File: config.mk
export PLATFORM = sky130hd
export DESIGN_NAME = plab5_mcore_net_msg_to_mem_resp_msg
export DESIGN_NICKNAME = d
export VERILOG_FILES = /design/src/rtl/plab5_mcore_net_msg_to_mem_resp_msg_pkg.sv /design/src/rtl/plab5_mcore_net_resp_queue2.sv /design/src/rtl/plab5_mcore_net_msg_to_mem_resp_msg.sv
export SDC_FILE = /design/constraint.sdc
export NUM_CORES = 1
export LEC_CHECK = 0
export CORE_MARGIN = 3
export CORE_UTILIZATION = 43
export CTS_CLUSTER_SIZE = 16
export DETAILED_ROUTE_END_ITERATION = 6
export PLACE_DENSITY = 0.8
export SKIP_LAST_GASP = 1
export SLEW_MARGIN = 25
export SYNTH_ARGS = -nofsm -noshare
export SYNTH_HDL_FRONTEND = slang
export SYNTH_SLANG_ARGS = --single-unit
File: constraint.sdc
create_clock -name clk -period 1.8 [get_ports clk]
set_input_delay 0.45 -clock clk [delete_from_list [all_inputs] [get_ports clk]]
set_output_delay 0.45 -clock clk [all_outputs]
set_load 0.01 [all_outputs]
File: src/rtl/plab5_mcore_net_msg_to_mem_resp_msg_pkg.sv
// Shared field widths and encodings for the memory-response network receiver:
// VC memory response message layout, VC network message layout and the
// state encoding of the 2-entry response queue.
package plab5_mcore_net_msg_to_mem_resp_msg_pkg;

  // VC memory message type field and its encodings
  localparam int VC_MEM_RESP_MSG_TYPE_NBITS = 3;
  localparam logic [VC_MEM_RESP_MSG_TYPE_NBITS-1:0] VC_MEM_MSG_TYPE_READ  = 3'd0;
  localparam logic [VC_MEM_RESP_MSG_TYPE_NBITS-1:0] VC_MEM_MSG_TYPE_WRITE = 3'd1;

  // Width of the len field: enough bits to count bytes in one data word
  function automatic int vc_mem_resp_msg_len_nbits(input int data_nbits);
    return $clog2(data_nbits / 8);
  endfunction

  // Full mem resp message width: {type, opaque, len, data}
  function automatic int vc_mem_resp_msg_nbits(input int opaque_nbits, input int data_nbits);
    return VC_MEM_RESP_MSG_TYPE_NBITS + opaque_nbits
         + vc_mem_resp_msg_len_nbits(data_nbits) + data_nbits;
  endfunction

  // Net msg width: {dest, src, opaque, payload}
  function automatic int vc_net_msg_nbits(input int payload_nbits, input int opaque_nbits,
                                          input int srcdest_nbits);
    return 2 * srcdest_nbits + opaque_nbits + payload_nbits;
  endfunction

  // Occupancy states of the 2-entry response queue
  typedef enum logic [1:0] {
    Q_EMPTY = 2'd0,
    Q_ONE   = 2'd1,
    Q_FULL  = 2'd2
  } queue_state_e;

endpackage

File: src/rtl/plab5_mcore_net_resp_queue2.sv
// 2-entry FIFO holding {control, data, domain} triples. Entry 0 is always the
// head and drives the dequeue side directly from registers, so the enqueue
// ready depends only on occupancy state, never on deq_rdy.
module plab5_mcore_net_resp_queue2
  import plab5_mcore_net_msg_to_mem_resp_msg_pkg::*;
#(
  parameter int p_ctl_nbits  = 13,
  parameter int p_data_nbits = 32
) (
  input  logic                    clk,
  input  logic                    reset,

  input  logic                    enq_val,
  output logic                    enq_rdy,
  input  logic [p_ctl_nbits-1:0]  enq_ctl,
  input  logic [p_data_nbits-1:0] enq_data,
  input  logic                    enq_domain,

  output logic                    deq_val,
  input  logic                    deq_rdy,
  output logic [p_ctl_nbits-1:0]  deq_ctl,
  output logic [p_data_nbits-1:0] deq_data,
  output logic                    deq_domain
);

  queue_state_e state, state_next;

  logic [p_ctl_nbits-1:0]  ctl0,  ctl1;
  logic [p_data_nbits-1:0] data0, data1;
  logic                    dom0,  dom1;

  logic enq_fire, deq_fire;
  logic load0, load1, shift;

  assign enq_rdy  = (state != Q_FULL);
  assign deq_val  = (state != Q_EMPTY);
  assign enq_fire = enq_val && enq_rdy;
  assign deq_fire = deq_val && deq_rdy;

  assign deq_ctl    = ctl0;
  assign deq_data   = data0;
  assign deq_domain = dom0;

  // State register
  always_ff @(posedge clk) begin
    // NOTE: sequential state uses non-blocking assignments so every register
    // samples pre-edge values regardless of statement order.
    if (reset) state <= Q_EMPTY;
    else       state <= state_next;
  end

  // Next-state and entry write-enable decode
  always_comb begin
    // NOTE: every output of this block gets a default first, so no path can
    // leave a signal unassigned and infer a latch.
    state_next = state;
    load0      = 1'b0;
    load1      = 1'b0;
    shift      = 1'b0;
    unique case (state)
      Q_EMPTY: begin
        if (enq_fire) begin
          state_next = Q_ONE;
          load0      = 1'b1;
        end
      end
      Q_ONE: begin
        if (enq_fire && !deq_fire) begin
          state_next = Q_FULL;
          load1      = 1'b1;
        end else if (deq_fire && !enq_fire) begin
          state_next = Q_EMPTY;
        end else if (enq_fire && deq_fire) begin
          // Head leaves while the new entry arrives: it becomes the head
          load0 = 1'b1;
        end
      end
      Q_FULL: begin
        if (deq_fire) begin
          state_next = Q_ONE;
          shift      = 1'b1;
        end
      end
      default: state_next = Q_EMPTY;
    endcase
  end

  // Entry storage; control, data and domain always move together
  always_ff @(posedge clk) begin
    // NOTE: the two entries are reset because their contents are visible on
    // the outputs, which must read zero after reset.
    if (reset) begin
      ctl0  <= '0;
      data0 <= '0;
      dom0  <= 1'b0;
      ctl1  <= '0;
      data1 <= '0;
      dom1  <= 1'b0;
    end else begin
      if (load0) begin
        ctl0  <= enq_ctl;
        data0 <= enq_data;
        dom0  <= enq_domain;
      end else if (shift) begin
        ctl0  <= ctl1;
        data0 <= data1;
        dom0  <= dom1;
      end
      if (load1) begin
        ctl1  <= enq_ctl;
        data1 <= enq_data;
        dom1  <= enq_domain;
      end
    end
  end

endmodule

File: src/rtl/plab5_mcore_net_msg_to_mem_resp_msg.sv
// Core-side receiver for the memory-response network. Strips the net header,
// drops messages not addressed to this terminal (recording the event), and
// buffers the memory response with its domain tag in a 2-entry queue.
module plab5_mcore_net_msg_to_mem_resp_msg
  import plab5_mcore_net_msg_to_mem_resp_msg_pkg::*;
#(
  parameter int p_net_dest          = 0,
  parameter int p_num_ports         = 4,
  parameter int p_mem_opaque_nbits  = 8,
  parameter int p_mem_data_nbits    = 32,
  parameter int p_net_opaque_nbits  = 4,
  parameter int p_net_srcdest_nbits = 3,
  localparam int c_npc = vc_mem_resp_msg_nbits(p_mem_opaque_nbits, p_mem_data_nbits)
                       - p_mem_data_nbits,
  localparam int c_net_msg_cnbits = vc_net_msg_nbits(c_npc, p_net_opaque_nbits,
                                                     p_net_srcdest_nbits)
) (
  input  logic                        clk,
  input  logic                        reset,

  input  logic                        in_val,
  output logic                        in_rdy,
  input  logic                        in_domain,
  input  logic [c_net_msg_cnbits-1:0] net_msg_control,
  input  logic [p_mem_data_nbits-1:0] net_msg_data,

  output logic                        out_val,
  input  logic                        out_rdy,
  output logic                        out_domain,
  output logic [c_npc-1:0]            mem_msg_control,
  output logic [p_mem_data_nbits-1:0] mem_msg_data,

  output logic                        err_misroute,
  output logic [7:0]                  misroute_count
);

  localparam int c_ns = p_net_srcdest_nbits;
  localparam logic [c_ns-1:0] c_my_dest = c_ns'(p_net_dest);

  // Header unpack: dest in the top bits, payload control in the low bits
  logic [c_ns-1:0]  dest;
  logic [c_npc-1:0] payload_ctl;
  logic             dest_ok;
  logic             in_fire;
  logic             misroute_fire;

  assign dest        = net_msg_control[c_net_msg_cnbits-1 -: c_ns];
  assign payload_ctl = net_msg_control[c_npc-1:0];
  assign dest_ok     = (dest == c_my_dest);
  assign in_fire     = in_val && in_rdy;
  assign misroute_fire = in_fire && !dest_ok;

  // Source id and net opaque carry no meaning for the cache and are dropped
  logic unused_hdr;
  assign unused_hdr = ^net_msg_control[c_net_msg_cnbits-c_ns-1:c_npc];

  // Misrouted messages are consumed but never enqueued; in_rdy is driven by
  // the queue alone, so a mismatched dest cannot stall the network
  plab5_mcore_net_resp_queue2 #(
    .p_ctl_nbits  (c_npc),
    .p_data_nbits (p_mem_data_nbits)
  ) resp_queue (
    .clk        (clk),
    .reset      (reset),
    .enq_val    (in_val && dest_ok),
    .enq_rdy    (in_rdy),
    .enq_ctl    (payload_ctl),
    .enq_data   (net_msg_data),
    .enq_domain (in_domain),
    .deq_val    (out_val),
    .deq_rdy    (out_rdy),
    .deq_ctl    (mem_msg_control),
    .deq_data   (mem_msg_data),
    .deq_domain (out_domain)
  );

  // Sticky misroute flag and saturating drop counter
  always_ff @(posedge clk) begin
    if (reset) begin
      err_misroute   <= 1'b0;
      misroute_count <= 8'd0;
    end else if (misroute_fire) begin
      err_misroute <= 1'b1;
      if (misroute_count != 8'hff) misroute_count <= misroute_count + 8'd1;
    end
  end

endmodule
### Yosys cells after proc, flatten, opt, wreduce, memory -nomap -nowiden

Cells that the tools add are included.

* add/subtract/negate cells: 1
* eq/ne operators: 7
* muxes and demuxes: 20
* reduce and logical (&&, ||, !) cells: 17

Operators by type and width (count)
* 2-to-1 mux 32 bit: 2
* 2-to-1 mux 13 bit: 2
* 2-to-1 mux 1 bit: 10
* adder 8 x 1 -> 8 bit (second input constant): 1
* logical AND 1 bit: 8
* 2-to-1 mux 2 bit: 4
* inequality test 8 bit (second input constant): 1
* case mux 2 bit (3 select lines): 1
* inequality test 2 x 1 -> 1 bit (second input constant): 2
* nonzero test 2 bit: 2
* logical NOT 1 bit: 3
* logical NOT 3 bit: 1
* inequality test 3 x 1 -> 1 bit (second input constant): 1
* AND reduction 3 bit: 1
* equality test 2 x 1 -> 1 bit (second input constant): 1
* equality test 2 bit (second input constant): 1
* logical NOT 2 bit: 1
* inequality test 2 bit (second input constant): 1
* case mux 1 bit (2 select lines): 1
* AND reduction 2 bit: 1

* bits in registers: 103
* input port bits: 60
* output and inout bits: 57
* word-level logic and storage cells: 54

### Longest topological paths before layout

* depth after elaboration: 9
* depth in mapped cells: 7
* depth with buffers taken out: 5

### Modules after synthesis

A second synthesis with hierarchy kept.

* cell total of the unflattened synthesis: 425
* area, all modules: 4042.6 µm²

Modules (own cells, without submodules)
* plab5_mcore_net_resp_queue2: times used 1, cells an instance 372, area an instance 3544.6 µm², sequential area each 1881.8 µm²
* plab5_mcore_net_msg_to_mem_resp_msg: times used 1, cells an instance 53, area an instance 498.0 µm², sequential area each 180.2 µm²

### Worst setup path after synthesis

Ideal clock, no wire load.

* path kind: in2reg
* start point: input port net_msg_control[21]
* end point: register resp_queue.ctl1[0]
* setup time: 132 ps
* arrival: 1714 ps
* required time: 1668 ps
* path slack: -47 ps
* stages: 6
* path buffers: 2
* cells stage by stage: or4b_4 or3_1 buf_6 buf_6 nand2_1 a21oi_1

* longest elaborated chain between the ends: 6

Ends and longest elaborated chain
* start: declaration: line plab5_mcore_net_msg_to_mem_resp_msg.sv:24 `input logic [c_net_msg_cnbits-1:0] net_msg_control,`
* logical NOT 3 bit: line plab5_mcore_net_msg_to_mem_resp_msg.sv:49 `assign dest_ok = (dest == c_my_dest);`
* logical AND 1 bit: line plab5_mcore_net_msg_to_mem_resp_msg.sv:65 `.enq_val (in_val && dest_ok),`
* logical AND 1 bit: line plab5_mcore_net_resp_queue2.sv:37 `assign enq_fire = enq_val && enq_rdy;`
* logical AND 1 bit: line plab5_mcore_net_resp_queue2.sv:68 `if (enq_fire && !deq_fire) begin`
* 2-to-1 mux 1 bit: line plab5_mcore_net_resp_queue2.sv:68
* 2-to-1 mux 1 bit: line plab5_mcore_net_resp_queue2.sv:60 `unique case (state)`
* end signal: assignment: line plab5_mcore_net_resp_queue2.sv:110 `ctl1 <= enq_ctl;`
* end: declaration: line plab5_mcore_net_resp_queue2.sv:28 `logic [p_ctl_nbits-1:0] ctl0, ctl1;`

No other way between the ends.
A chain may end at the register's enable or synchronous reset.

### Final worst setup path

* start point: input port net_msg_control[20]
* end point: register resp_queue.data1[19]

* longest elaborated chain between the ends: 6

Ends and longest elaborated chain
* logical NOT 3 bit: line plab5_mcore_net_msg_to_mem_resp_msg.sv:49
* logical AND 1 bit: line plab5_mcore_net_msg_to_mem_resp_msg.sv:65
* logical AND 1 bit: line plab5_mcore_net_resp_queue2.sv:37
* logical AND 1 bit: line plab5_mcore_net_resp_queue2.sv:68
* 2-to-1 mux 1 bit: line plab5_mcore_net_resp_queue2.sv:68
* 2-to-1 mux 1 bit: line plab5_mcore_net_resp_queue2.sv:60
* end signal: assignment: line plab5_mcore_net_resp_queue2.sv:111 `data1 <= enq_data;`
* end: declaration: line plab5_mcore_net_resp_queue2.sv:29 `logic [p_data_nbits-1:0] data0, data1;`

No other way between the ends.

==> out/qor.yml <==
rrSetupSlack_ns: 0.24
ys_seq_area_share_pct: 49.0
grt_overflow: 0
detail-route-antenna-nets: 0
syn_nets: 532
synth_flop_cell: "dfxtp_1"
grt_use_total_pct: 19.0
viasPerCell: 5.31
share_comb_of_total_power_pct: 10.4
cts_buffers: 9
maxCapViolations: 0
synth_warnings: 0
antenna_found_initial: 0
finalSetupViolations: 0
met1_length_um: 4910
pwr-share-seq_pct: 57.8
syn_area_per_cell_um2: 8.93
period_needed_ns: 1.77
dp_hpwl_um: 6930
p_clk_share_pct: 31.9
report.final.slew_viol_count: 0
clkTransAtPathRegs_ns: 0.10
vias: 3807
synth_edf_count: 0
grt_first_pass_wirelength_um: 17300
worst_hold_path.endpoint: "resp_queue.data1[6]$_SDFFE_PP0P_"
ir_drop_v: 0.000325
wl_met3_um: 826
wirelength_um: 11400
fin_area_um2: 5900
p_int_mw: 3.07
criticalPathCategory: "in2reg"
worst_setup_path_end_kind: "flip-flop"
firstDrtPassIters: 4
hp-start: "resp_queue.data1[6]$_SDFFE_PP0P_"
root_buffer: "clkbuf_8"
mostFrequentLayoutCell: "clkdlybuf4s50_1"
final_layout_size_suffix_gt1_share_pct: 12.9
finalHoldViolations: 0
p_per_area_nw_per_um2: 691
ioPinCount: 117
placed_area_um2: 5410
dr_wl_met2_um: 5510
dp_slack_ns: -0.637
dr.max_layer_used: "met4"
finalCritPeriodShare_pct: 98.2
hold_buffers: 0
nets: 645
synth_cell_type_count: 33
slew_headroom_pct: 70.2
start_util_pct: 44.9
die_h_um: 105
r2r_end: "resp_queue.deq_data[13]$_SDFFE_PP0P_"
holdWs_ns: 0.456
synthesis.instances: 471
clk_latency_ns: 0.36
async_flop_share_pct: 0
status: "finished clean"
drt_iter0_markers: 199
utilization_pct: 63.0
drc: 0
grt_pass1_vias: 3585
finalClockSkew_ns: 0.00822
num_rows: 35
worstHoldPathType: "reg2reg"
numPortBuffers: 109
die_w_um: 105
cts_num_sinks: 103
final_cell_mix: "clkdlybuf4s50_1, dfxtp_1, nand2_1"
hold_depth: 2
worst_setup_path_start_kind: "input port"
place_congestion: 0.880
diodes: 0
p_leak_nw: 2.37
htree_levels: 3
max_slew.worst_pin.slew_ns: 0.446
cts_tree: "built"
clock_path_buffers: 2
clock.fmax_ghz: 0.566
grt_max_degree: 47
reg2reg_from: "resp_queue.state[0]$_SDFFE_PP0P_"
finalWorstSetupSlack_ns: 0.0329
p_sw_mw: 1.00
area_growth_syn_to_layout_pct: 40.3
ff2ff_path_depth: 5
crit_fanout: 7
switching_share_pct: 24.6
cp.required_ns: 2.04
critPathArrivalTime_ns: 2.00
grt_setup_unrepaired: "no"
synth-seq-cells: 103
synthesis.area_um2: 4200
drt-wirelength-per-cell_um: 15.9
coreArea_um2: 9370
die_area_um2: 11000
-- routing by layer --
layer	global-route usage (%)	vias up
li1	-	1863
met1	25.2	1805
met2	30.8	124
met3	4.88	15
met4	4.97	0
met5	0	-
-- stage by stage --
step	power, mW	cells	TNS, ns
final	4.07	717	0
after detailed placement	2.80	687	-51.22
after global routing	4.24	717	0
after CTS	4.09	706	-0.00608
after floorplan	2.54	471	-1.73
after global placement	2.79	687	-47.07
-- worst max-delay path, cell delays in order --
cell	delay, ns
clkdlybuf4s15_1	0.18
or4b_4	0.54
or3_4	0.51
clkbuf_16	0.20
nand2_1	0.06
a21oi_1	0.06
-- sequential cells by signal (all words and copies together) (netlist names) --
| name | cells |
|---|---|
| resp_queue.data1 | 32 |
| resp_queue.deq_data | 32 |
| resp_queue.ctl1 | 13 |
| resp_queue.deq_ctl | 13 |
| misroute_count | 8 |
| resp_queue.state | 2 |
| err_misroute | 1 |
| resp_queue.deq_domain | 1 |
| resp_queue.dom1 | 1 |
-- kinds of logic after synthesis --
family	after synthesis	share of synthesized area (%)
XOR/XNOR	1	0.208
flip-flops	103	49.0
buffers and inverters	39	5.77
adder cells (fa/ha/maj)	1	0.298
AND/OR/NAND/NOR	174	17.6
multiplexers	48	11.5
AO/OA/AOI/OAI	105	15.6
-- cells in the mapped netlist (2+ instances only) --
library cell | count | area [um2]
dfxtp_1 | 103 | 2060
or3_1 | 5 | 31.3
o21ai_0 | 3 | 15.0
clkbuf_1 | 21 | 78.8
a21oi_1 | 52 | 260
and4_1 | 2 | 17.5
or2_2 | 2 | 12.5
mux2i_1 | 47 | 470
nor2_1 | 53 | 199
buf_2 | 2 | 10.0
nand2_1 | 95 | 357
nand3_1 | 4 | 20.0
inv_1 | 2 | 7.51
a211oi_1 | 47 | 353
buf_6 | 12 | 135
nor3_1 | 3 | 15.0
nand3b_1 | 2 | 15.0
-- what timing repair did --
item / in CTS / in global routing
buffers inserted: 2 / 3
endpoints found under the hold margin: 0 / 0
gates cloned: 2 / 8
endpoints found under the setup margin: 97 / 94
resized for setup: 18 / 26
pin swaps: 1 / 1
-- power groups by stage --
stage | logic, mW | registers, mW | clock network, mW
2_1_floorplan | 0.123 | 2.42 | 0
3_3_place_gp | 0.391 | 2.40 | 0
4_1_cts | 0.418 | 2.35 | 1.32
3_5_place_dp | 0.400 | 2.41 | 0
5_1_grt | 0.453 | 2.36 | 1.42
6_report | 0.422 | 2.35 | 1.30
-- worst max-delay path by stage --
stage / cells after the start / slack [ns] / to / from
after floorplan: 6 / -0.05 / resp_queue.ctl1[0]$_SDFFE_PP0P_ / net_msg_control[21]
after global placement: 7 / -0.51 / resp_queue.deq_data[16]$_SDFFE_PP0P_ / net_msg_control[20]
after detailed placement: 7 / -0.64 / resp_queue.deq_data[18]$_SDFFE_PP0P_ / net_msg_control[20]
after CTS: 2 / -0.006 / out_val / resp_queue.state[1]$_SDFFE_PP0P_
after global routing: 1 / 0.0006 / mem_msg_data[13] / resp_queue.deq_data[13]$_SDFFE_PP0P_
final: 6 / 0.03 / resp_queue.data1[19]$_SDFFE_PP0P_ / net_msg_control[20]
-- layout make-up --
type	instances	area (um2)
Clock buffer	9	124
Clock inverter	6	46.3
Fill cell	825	3470
Inverter	2	7.51
Multi-Input combinational cell	329	1970
Sequential cell	103	2070
Tap cell	129	161
Timing Repair Buffer	139	1520
Note: power is estimated with default switching activity, not from simulation.
